### src/rtl/controller_datapath_pkg.sv
// Shared definitions for the single-cycle stack/register machine:
// opcodes, data width and the control-field encodings.
package controller_datapath_pkg;

  localparam int DATA_W = 16;

  localparam logic [3:0] OP_HALT  = 4'h0;
  localparam logic [3:0] OP_ADD   = 4'h1;
  localparam logic [3:0] OP_SUB   = 4'h2;
  localparam logic [3:0] OP_AND   = 4'h3;
  localparam logic [3:0] OP_OR    = 4'h4;
  localparam logic [3:0] OP_XOR   = 4'h5;
  localparam logic [3:0] OP_JMP   = 4'h8;
  localparam logic [3:0] OP_BEQZ  = 4'h9;
  localparam logic [3:0] OP_LDI   = 4'hA;
  localparam logic [3:0] OP_PUSHI = 4'hB;
  localparam logic [3:0] OP_POP   = 4'hC;
  localparam logic [3:0] OP_PUSH  = 4'hD;
  localparam logic [3:0] OP_SADD  = 4'hE;

  typedef enum logic [1:0] {
    MEMIN_IMM = 2'b00,
    MEMIN_REG = 2'b01,
    MEMIN_SUM = 2'b10
  } memin_e;

  typedef enum logic [1:0] {
    SPI_HOLD = 2'b00,
    SPI_INC  = 2'b01,
    SPI_DEC  = 2'b10
  } spi_e;

endpackage

### src/rtl/controller_datapath_control.sv
// Combinational instruction decoder: maps the opcode to datapath control
// strobes. Stack bound checks are left to the datapath, which knows SP.
module cd_control
  import controller_datapath_pkg::*;
(
  input  logic [3:0] op,
  output logic       regw,
  output logic       memw,
  output logic [1:0] memin,
  output logic       sflag,
  output logic [1:0] spi,
  output logic       pcin,
  output logic       pci
);

  always_comb begin
    regw  = 1'b0;
    memw  = 1'b0;
    memin = MEMIN_IMM;
    sflag = 1'b0;
    spi   = SPI_HOLD;
    pcin  = 1'b0;
    pci   = 1'b1;
    case (op)
      OP_HALT: pci = 1'b0;
      OP_ADD, OP_SUB, OP_AND, OP_OR, OP_XOR, OP_LDI: regw = 1'b1;
      OP_JMP: begin
        pcin = 1'b1;
        pci  = 1'b0;
      end
      // BEQZ raises both: the datapath takes the target only when R[a]==0
      OP_BEQZ: pcin = 1'b1;
      OP_PUSHI: begin
        memw = 1'b1;
        spi  = SPI_INC;
      end
      OP_POP: begin
        regw  = 1'b1;
        sflag = 1'b1;
        spi   = SPI_DEC;
      end
      OP_PUSH: begin
        memw  = 1'b1;
        memin = MEMIN_REG;
        spi   = SPI_INC;
      end
      OP_SADD: begin
        memw  = 1'b1;
        memin = MEMIN_SUM;
        spi   = SPI_DEC;
      end
      default: ;
    endcase
  end

endmodule

### src/rtl/controller_datapath.sv
// Single-cycle processor top: PC, register file, entry-counting stack and
// ALU, steered by the cd_control decoder.
module controller_datapath
  import controller_datapath_pkg::*;
#(
  parameter int NREG   = 16,
  parameter int SDEPTH = 16
) (
  input  logic        clk,
  input  logic        reset,
  input  logic [15:0] isr,
  input  logic        stall,
  output logic [15:0] pcout,
  output logic [15:0] tos,
  output logic        halted,
  output logic        err
);

  localparam int SPW  = $clog2(SDEPTH + 1);
  localparam int IDXW = $clog2(SDEPTH);
  localparam logic [SPW-1:0] SP_FULL = SPW'(SDEPTH);
  localparam logic [SPW-1:0] SP_ONE  = SPW'(1);
  localparam logic [SPW-1:0] SP_TWO  = SPW'(2);

  logic [3:0]        op, fa, fb, fc;
  logic [DATA_W-1:0] imm12, imm8;
  logic              regw, memw, sflag, pcin, pci;
  logic [1:0]        memin, spi;

  logic [DATA_W-1:0] regs  [NREG];
  logic [DATA_W-1:0] stack [SDEPTH];
  logic [SPW-1:0]    sp;
  logic [IDXW-1:0]   top_idx, sec_idx, wr_idx;
  logic [DATA_W-1:0] rega, regb, regc, top_val, sec_val;
  logic [DATA_W-1:0] reg_wdata, stk_wdata, pc_next;
  logic              sp_ok, run;

  assign op    = isr[15:12];
  assign fa    = isr[11:8];
  assign fb    = isr[7:4];
  assign fc    = isr[3:0];
  assign imm12 = {4'h0, isr[11:0]};
  assign imm8  = {8'h00, isr[7:0]};

  cd_control u_ctrl (
    .op    (op),
    .regw  (regw),
    .memw  (memw),
    .memin (memin),
    .sflag (sflag),
    .spi   (spi),
    .pcin  (pcin),
    .pci   (pci)
  );

  function automatic logic [DATA_W-1:0] alu(input logic [3:0] f,
                                            input logic [DATA_W-1:0] x,
                                            input logic [DATA_W-1:0] y);
    logic [DATA_W-1:0] r;
    case (f)
      OP_ADD:  r = x + y;
      OP_SUB:  r = x - y;
      OP_AND:  r = x & y;
      OP_OR:   r = x | y;
      OP_XOR:  r = x ^ y;
      default: r = '0;
    endcase
    return r;
  endfunction

  assign run     = !halted && !stall;
  assign rega    = regs[fa];
  assign regb    = regs[fb];
  assign regc    = regs[fc];
  assign top_idx = IDXW'(sp - SP_ONE);
  assign sec_idx = IDXW'(sp - SP_TWO);
  assign top_val = stack[top_idx];
  assign sec_val = stack[sec_idx];
  // SADD folds its result into the lower of the two popped slots
  assign wr_idx  = (memin == MEMIN_SUM) ? sec_idx : IDXW'(sp);
  assign tos     = (sp == '0) ? '0 : top_val;

  always_comb begin
    sp_ok = 1'b1;
    if (op == OP_SADD)       sp_ok = (sp >= SP_TWO);
    else if (spi == SPI_INC) sp_ok = (sp != SP_FULL);
    else if (spi == SPI_DEC) sp_ok = (sp != '0);

    if (sflag)              reg_wdata = sp_ok ? top_val : '0;
    else if (op == OP_LDI)  reg_wdata = imm8;
    else                    reg_wdata = alu(op, regb, regc);

    case (memin)
      MEMIN_REG: stk_wdata = rega;
      MEMIN_SUM: stk_wdata = top_val + sec_val;
      default:   stk_wdata = imm12;
    endcase

    pc_next = pcout;
    if (pcin && (op == OP_JMP || rega == '0))
      pc_next = (op == OP_JMP) ? imm12 : imm8;
    else if (pci)
      pc_next = pcout + 16'd1;
  end

  always_ff @(posedge clk or posedge reset) begin
    if (reset) begin
      pcout  <= '0;
      sp     <= '0;
      halted <= 1'b0;
      err    <= 1'b0;
      for (int i = 0; i < NREG; i++)   regs[i]  <= '0;
      for (int i = 0; i < SDEPTH; i++) stack[i] <= '0;
    end else if (run) begin
      pcout <= pc_next;
      if (op == OP_HALT)    halted <= 1'b1;
      if (!sp_ok)           err <= 1'b1;
      if (regw)             regs[fa] <= reg_wdata;
      if (memw && sp_ok)    stack[wr_idx] <= stk_wdata;
      if (sp_ok) begin
        case (spi)
          SPI_INC: sp <= sp + SP_ONE;
          SPI_DEC: sp <= sp - SP_ONE;
          default: ;
        endcase
      end
    end
  end

endmodule

### config.mk
export PLATFORM = sky130hd
export DESIGN_NAME = controller_datapath
export DESIGN_NICKNAME = d
export VERILOG_FILES = /design/src/rtl/controller_datapath_pkg.sv /design/src/rtl/controller_datapath_control.sv /design/src/rtl/controller_datapath.sv
export SDC_FILE = /design/constraint.sdc
export NUM_CORES = 2
export LEC_CHECK = 0
export ABC_AREA = 1
export CORE_MARGIN = 1.5
export CORE_UTILIZATION = 35
export CTS_CLUSTER_DIAMETER = 50
export DETAILED_ROUTE_END_ITERATION = 6
export GPL_TIMING_DRIVEN = 0
export PLACE_DENSITY_LB_ADDON = 0.2
export SETUP_SLACK_MARGIN = 0.3
export SYNTH_ARGS = -nofsm -noshare
export SYNTH_HDL_FRONTEND = slang
export SYNTH_SLANG_ARGS = --single-unit
### constraint.sdc
create_clock -name clk -period 19.8 [get_ports clk]
set_input_delay 3.96 -clock clk [delete_from_list [all_inputs] [get_ports clk]]
set_output_delay 3.96 -clock clk [all_outputs]
set_load 0.01 [all_outputs]
# After elaboration in Yosys (flattened, before gate mapping)
# Cells that the tools add are included.
dict set report word_totals {
  ff_bits 535
  inputBits 19
  output_inout_bits 34
  elab_cells 146
}
dict set report classes {
  addsub 7
  order_cmp 9
  n_eq_ne 18
  muxes 41
  bitwise_logic 10
  reduce_logical 25
}
# cell count
set op_table {}
lappend op_table {{$bwmux W256} 2}
lappend op_table {{$bmux W16 S4} 5}
lappend op_table {{$mux W16} 18}
lappend op_table {{$demux W16 S4} 2}
lappend op_table {{$pmux W16 S5} 1}
lappend op_table {{$add A16 B16 Y16} 2}
lappend op_table {{$pmux W16 S2} 1}
lappend op_table {{$ge A5 B5 Y1 const B} 6}
lappend op_table {{$not A4 Y5} 6}
lappend op_table {{$eq A4 B4 Y1 const B} 7}
lappend op_table {{$add A16 B1 Y16 const B} 1}
lappend op_table {{$and A16 B16 Y16} 1}
lappend op_table {{$logic_not A16 Y1} 1}
lappend op_table {{$or A16 B16 Y16} 1}
lappend op_table {{$sub A16 B16 Y16} 1}
lappend op_table {{$xor A16 B16 Y16} 1}
lappend op_table {{$mux W12} 1}
lappend op_table {{$lt A5 B1 Y1 const B} 2}
lappend op_table {{$pmux W5 S2} 1}
lappend op_table {{$reduce_and A2 Y1} 5}
lappend op_table {{$eq A4 B2 Y1 const B} 2}
lappend op_table {{$eq A4 B3 Y1 const B} 2}
lappend op_table {{$pmux W2 S2} 2}
lappend op_table {{$reduce_or A2 Y1} 4}
lappend op_table {{22 further kinds} 35}

# Longest topological paths before layout
dict set report logic_depth {
  depth_word 10
  depth_mapped 33
  ltp_nobuf 28
}

# Hierarchy
# From an unflattened synthesis, not the netlist that was laid out.
dict set report hier_totals {
  cells_unflattened 5075
  hier_area_um2 34725.8
}
# mod n_inst cells_each area_each_um2 seq_area_each_um2
set modules_own_cells {}
lappend modules_own_cells {controller_datapath 1 5054 34627.0 13387.8}
lappend modules_own_cells {cd_control 1 21 98.8 0.0}

# Least setup slack after synthesis
# Ideal clock, no wire load.
dict set report synth_path {
  path_kind {input-to-reg}
  startpoint {input port isr[4]}
  endpoint {register regs[93] (netlist bit)}
  setup_time_ns 0.065
  t_arrival_ns 7.416
  required_ns 19.735
  slack_ns 12.319
  path_stages 22
  n_path_buf 5
  path_cell_list {clkbuf_1 -> clkbuf_1 -> clkbuf_1 -> buf_1 -> a21oi_1 -> o21ai_0 -> nand3_1 -> nand3_1 -> nand2_1 -> ha_1 -> nand2_1 -> nand2_1 -> a31oi_1 -> o21ai_1 -> a21boi_0 -> o21ai_1 -> a21boi_0 -> nor2_1 -> o211ai_2 -> buf_2 -> nand2_1 -> nand2_1}
}
dict set report synth_via {
  elab_chain_len 9
  word_cells_on_any_way 13
  classes_between {add/sub: 2; mux: 7; bitwise: 4}
}
# item line_no
set synth_rtl {}
lappend synth_rtl {{from (decl)} controller_datapath.sv:11} ;# input logic [15:0] isr,
lappend synth_rtl {{$not A4 Y5 (not written as such) *} controller_datapath.sv:73} ;# assign regb = regs[fb];
lappend synth_rtl {{$bmux W16 S4 *} controller_datapath.sv:73}
lappend synth_rtl {{$mux W16 (not written as such) * (2 in a row)} controller_datapath.sv:73}
lappend synth_rtl {{$sub A16 B16 Y16 (tied with other cells)} controller_datapath.sv:62} ;# OP_SUB: r = x - y;
lappend synth_rtl {{$pmux W16 S5 *} controller_datapath.sv:60} ;# case (f)
lappend synth_rtl {{$mux W16 *} controller_datapath.sv:90} ;# else if (op == OP_LDI) reg_wdata = imm8;
lappend synth_rtl {{$mux W16 *} controller_datapath.sv:89} ;# if (sflag) reg_wdata = sp_ok ? top_val : '0;
lappend synth_rtl {{$bwmux W256 *} controller_datapath.sv:118} ;# if (regw) regs[fa] <= reg_wdata;
lappend synth_rtl {{to (signal, indexed assignment)} controller_datapath.sv:118}
lappend synth_rtl {{to (decl)} controller_datapath.sv:30} ;# logic [DATA_W-1:0] regs [NREG];
# Every way passes the cells marked *; elsewhere a longest branch is shown, timed or not. The select of a mux whose other input is x is not followed.
# A chain may end at the register's enable or synchronous reset.

# Final worst setup path
dict set report layout_path {
  startpoint {register sp[0]}
  endpoint {output port tos[11]}
}
dict set report layout_via {
  elab_chain_len 6
  word_cells_on_any_way 7
  classes_between {add/sub: 1; mux: 4; bitwise: 1; reduce/logical: 1}
}
# item line_no
set layout_rtl {}
lappend layout_rtl {{from (decl)} controller_datapath.sv:32} ;# logic [SPW-1:0] sp;
lappend layout_rtl {{from (signal assigned)} controller_datapath.sv:122} ;# SPI_INC: sp <= sp + SP_ONE;
lappend layout_rtl {{from (signal assigned)} controller_datapath.sv:123} ;# SPI_DEC: sp <= sp - SP_ONE;
lappend layout_rtl {{$sub A5 B1 Y5} --}
lappend layout_rtl {{named net top_idx[0]} controller_datapath.sv:33} ;# logic [IDXW-1:0] top_idx, sec_idx, wr_idx;
lappend layout_rtl {{$not A4 Y5 (not written as such)} controller_datapath.sv:77} ;# assign top_val = stack[top_idx];
lappend layout_rtl {{$bmux W16 S4} controller_datapath.sv:77}
lappend layout_rtl {{$mux W16 (not written as such) (2 in a row)} controller_datapath.sv:77}
lappend layout_rtl {{$mux W16} controller_datapath.sv:81} ;# assign tos = (sp == '0) ? '0 : top_val;
lappend layout_rtl {{to (decl)} controller_datapath.sv:14} ;# output logic [15:0] tos,
# The timed path passes the listed nets, and every way through them passes these cells. The select of a mux whose other input is x is not followed.

==> metrics.md <==
| Metric | Value |
|---|---|
| Fillcell total | `10590` |
| Fin. max-slew vios | `13` |
| H-tree lvl count | `3` |
| Total GRT Usage | `0.4177` |
| RSZ-0062 raised after global routing | `no` |
| Initial DRC count | `5798` |
| Most numerous cell in the Yosys netlist | `nand2_1` |
| Worst setup margin | `8119 ps` |
| Mapped Area | `34730 um^2` |
| Peak VDD IR | `0.08506 mV` |
| Worst Path Arrival | `7720 ps` |
| Cell family with most CP delay | `buffers and inverters` |
| Worst Max-Slew Pin Slew | `1525 ps` |
| Period utilization | `0.5900` |
| Post-synthesis sequential area ratio | `0.3855` |
| Cells after Synth | `4990` |
| Die Y | `318.0 um` |
| Final Hold Viols | `0` |
| FMAX | `85.61 MHz` |
| Worst Path Buf+Inv | `10` |
| Place WS | `8811 ps` |
| CP endpoint kind | `output pin` |
| Synth-to-Final Area Change | `15.49%` |
| Syn. warnings | `0` |
| Num ports | `53` |
| Skew-Pair Late Insertion Delay | `720 ps` |
| Wire per inst | `33.15 um` |
| Pwr dens | `164.8 nW/um^2` |
| Post-synth top flop | `dfrtp_1` |
| Tmin final | `11680 ps` |
| CTS-repair resized insts | `0` |
| Routed Antenna Nets | `0` |
| DP HPWL | `157.3 mm` |
| Cell accounting for the most synthesized area | `dfrtp_1` |
| LEAKAGE | `17.83 nW` |
| Failing checks | `DRC, capacitance limit, slew limit` |
| Asr flop ratio synth | `1.000` |
| Core area | `98420 um^2` |
| Clock tree from TritonCTS | `done` |
| Layout Skew | `41.02 ps` |
| Relative slew slack | `-0.01694` |
| Final net count | `5230` |
| Chip Width | `318.0 um` |
| Initial antenna violation count | `13` |
| Synthesized flop and latch total | `535` |
| Vias in the first global route | `37610` |
| First-pass GRT wire length | `297.9 mm` |
| Library cells used by synthesis | `56` |
| Critical path data required time | `15840 ps` |
| Area occupied by multi-input gates | `17780 um^2` |
| Final setup viols | `0` |
| Net Count, Synth | `5087` |
| CTS Sinks | `535` |
| Pre-antenna DRT Iters | `7` |
| Total power | `6.611 mW` |
| CP Max Fanout | `12` |
| Dominant cells by area after synthesis | `dfrtp_1 39%, nand2_1 13%, o21ai_0 12%` |
| Critical-path cell list | `inv_1, buf_2, buf_2, buf_2, buf_1, clkbuf_1, ha_1, inv_1, clkbuf_1, clkbuf_1, o21ai_0, o211ai_1, nand2_1, nor2_1, clkdlybuf4s50_1` |
| CP max-delay cell | `clkbuf_1` |
| Syn avg cell area | `6.959 um^2` |
| Register area | `13390 um^2` |
| CP max stage delay | `890 ps` |
| Post-synth top cells | `1222 x nand2_1, 811 x o21ai_0, 535 x dfrtp_1, 484 x inv_1, 401 x nand3_1` |
| Final wirelength | `215.4 mm` |
| Synth top area share | `0.3855` |
| Number of setup buffers added after CTS | `0` |
| Vias | `40050` |
| Initial Util | `0.3528` |
| Hold WS | `472.6 ps` |
| Total CTS buffers | `91` |
| Clock Root Buffer | `clkbuf_16` |
| Placed Cells | `6327` |
| Port Buffers | `46` |
| Max-Cap Viols | `4` |
| Min-Delay Path Class | `register to register` |
| Count of standard-cell rows | `115` |
| Hold buffer count at CTS | `0` |
| Status | `finished with violations` |
| EDFF count, synth | `0` |
| Via/cell ratio | `6.162` |
| DRC viols | `1` |
| Clk buf depth | `3` |
| Reg clk slew, reported paths | `60 ps` |
| Finished Layout Cells | `6500` |
| Largest net degree at the start of global routing | `114` |
| Final GP Congestion | `1.102` |
| GR Overflow Total | `0` |
| Type of origin of the critical path | `register` |
| DIE AREA | `101100 um^2` |
| Share of layout cells above drive strength 1 | `0.06549` |
| Worst Setup Path Type | `register to output pin` |
-- path summary, 6_finish.rpt --
kind | start | end | slack (ps) | cells after the start
worst max-delay path | sp[0]$_DFFE_PP0P_ | tos[11] | 8120 | 15
worst min-delay path | err$_DFFE_PP0P_ | err$_DFFE_PP0P_ | 470 | 1
worst max register to register | sp[0]$_DFFE_PP0P_ | stack[205]$_DFFE_PP0P_ | 10560 | 30
worst min register to register | err$_DFFE_PP0P_ | err$_DFFE_PP0P_ | 470 | 1
max in group asynchronous | reset | pcout[5]$_DFFE_PP0P_ | 14270 | 4
min in group asynchronous | reset | stack[98]$_DFFE_PP0P_ | 3800 | 2
-- layer usage --
layer	global-route usage	wire length, um
met2	0.6333	92400
met1	0.4950	79560
met3	0.1088	21510
met5	0	135
met4	0.3522	21850
-- flip-flops by register name, summed over array words and instances, names as in the netlist --
register and flops:
err 1, halted 1, pcout 16, regs 256, sp 5, stack 256
-- kinds of logic after synthesis --
group / count (synthesis) / synth area share
AOI/OAI and AO/OA: 1594 / 0.2535
xor gates and xnor gates: 31 / 0.008035
adders and majority gates: 78 / 0.02854
buffers and inverters: 872 / 0.1024
DFF: 535 / 0.3855
and+or+nand+nor: 1880 / 0.2221
-- where the power goes --
group          internal, mW  total (mW)  switching, mW  leakage, nW
registers              1.32        1.50          0.175         6.62
logic                 0.906        3.42           2.51         9.68
clock network          1.05        1.70          0.648         1.52
total                  3.27        6.61           3.34         17.8
-- cell usage in the layout, fill, tap and decap left out, drive strengths merged, types with 26 or more instances in the layout --
cell type      count
a21oi            375
buf              174
clkbuf           309
clkdlybuf4s50     46
dfrtp            535
ha                76
inv              514
nand2           1226
nand3            405
nor2             213
o211ai            94
o21ai            881
o22ai            106
xor2              26
-- final cells by class --
type                    count  area share
flip-flops and latches    535      0.3338
plain buffers             367     0.04140
repair buffers             50     0.01423
multi-input cells        3583      0.4434
diodes                      6   0.0003744
clock inverters            55     0.01788
inverters                 505     0.04745
clock buffers             112     0.06127
well taps                1287     0.04015
-- metrics by stage --
| step | utilization | area [um^2] | setup TNS, ps |
|---|---|---|---|
| floorplan | - | 34730 | 0 |
| global placement | 0.3739 | 36800 | -3840720 |
| detailed placement | 0.3751 | 36910 | 0 |
| CTS | 0.4073 | 40090 | 0 |
| global route | 0.4074 | 40090 | 0 |
| finish | 0.4075 | 40100 | 0 |
No activity file was read; power rests on OpenSTA's default activity.
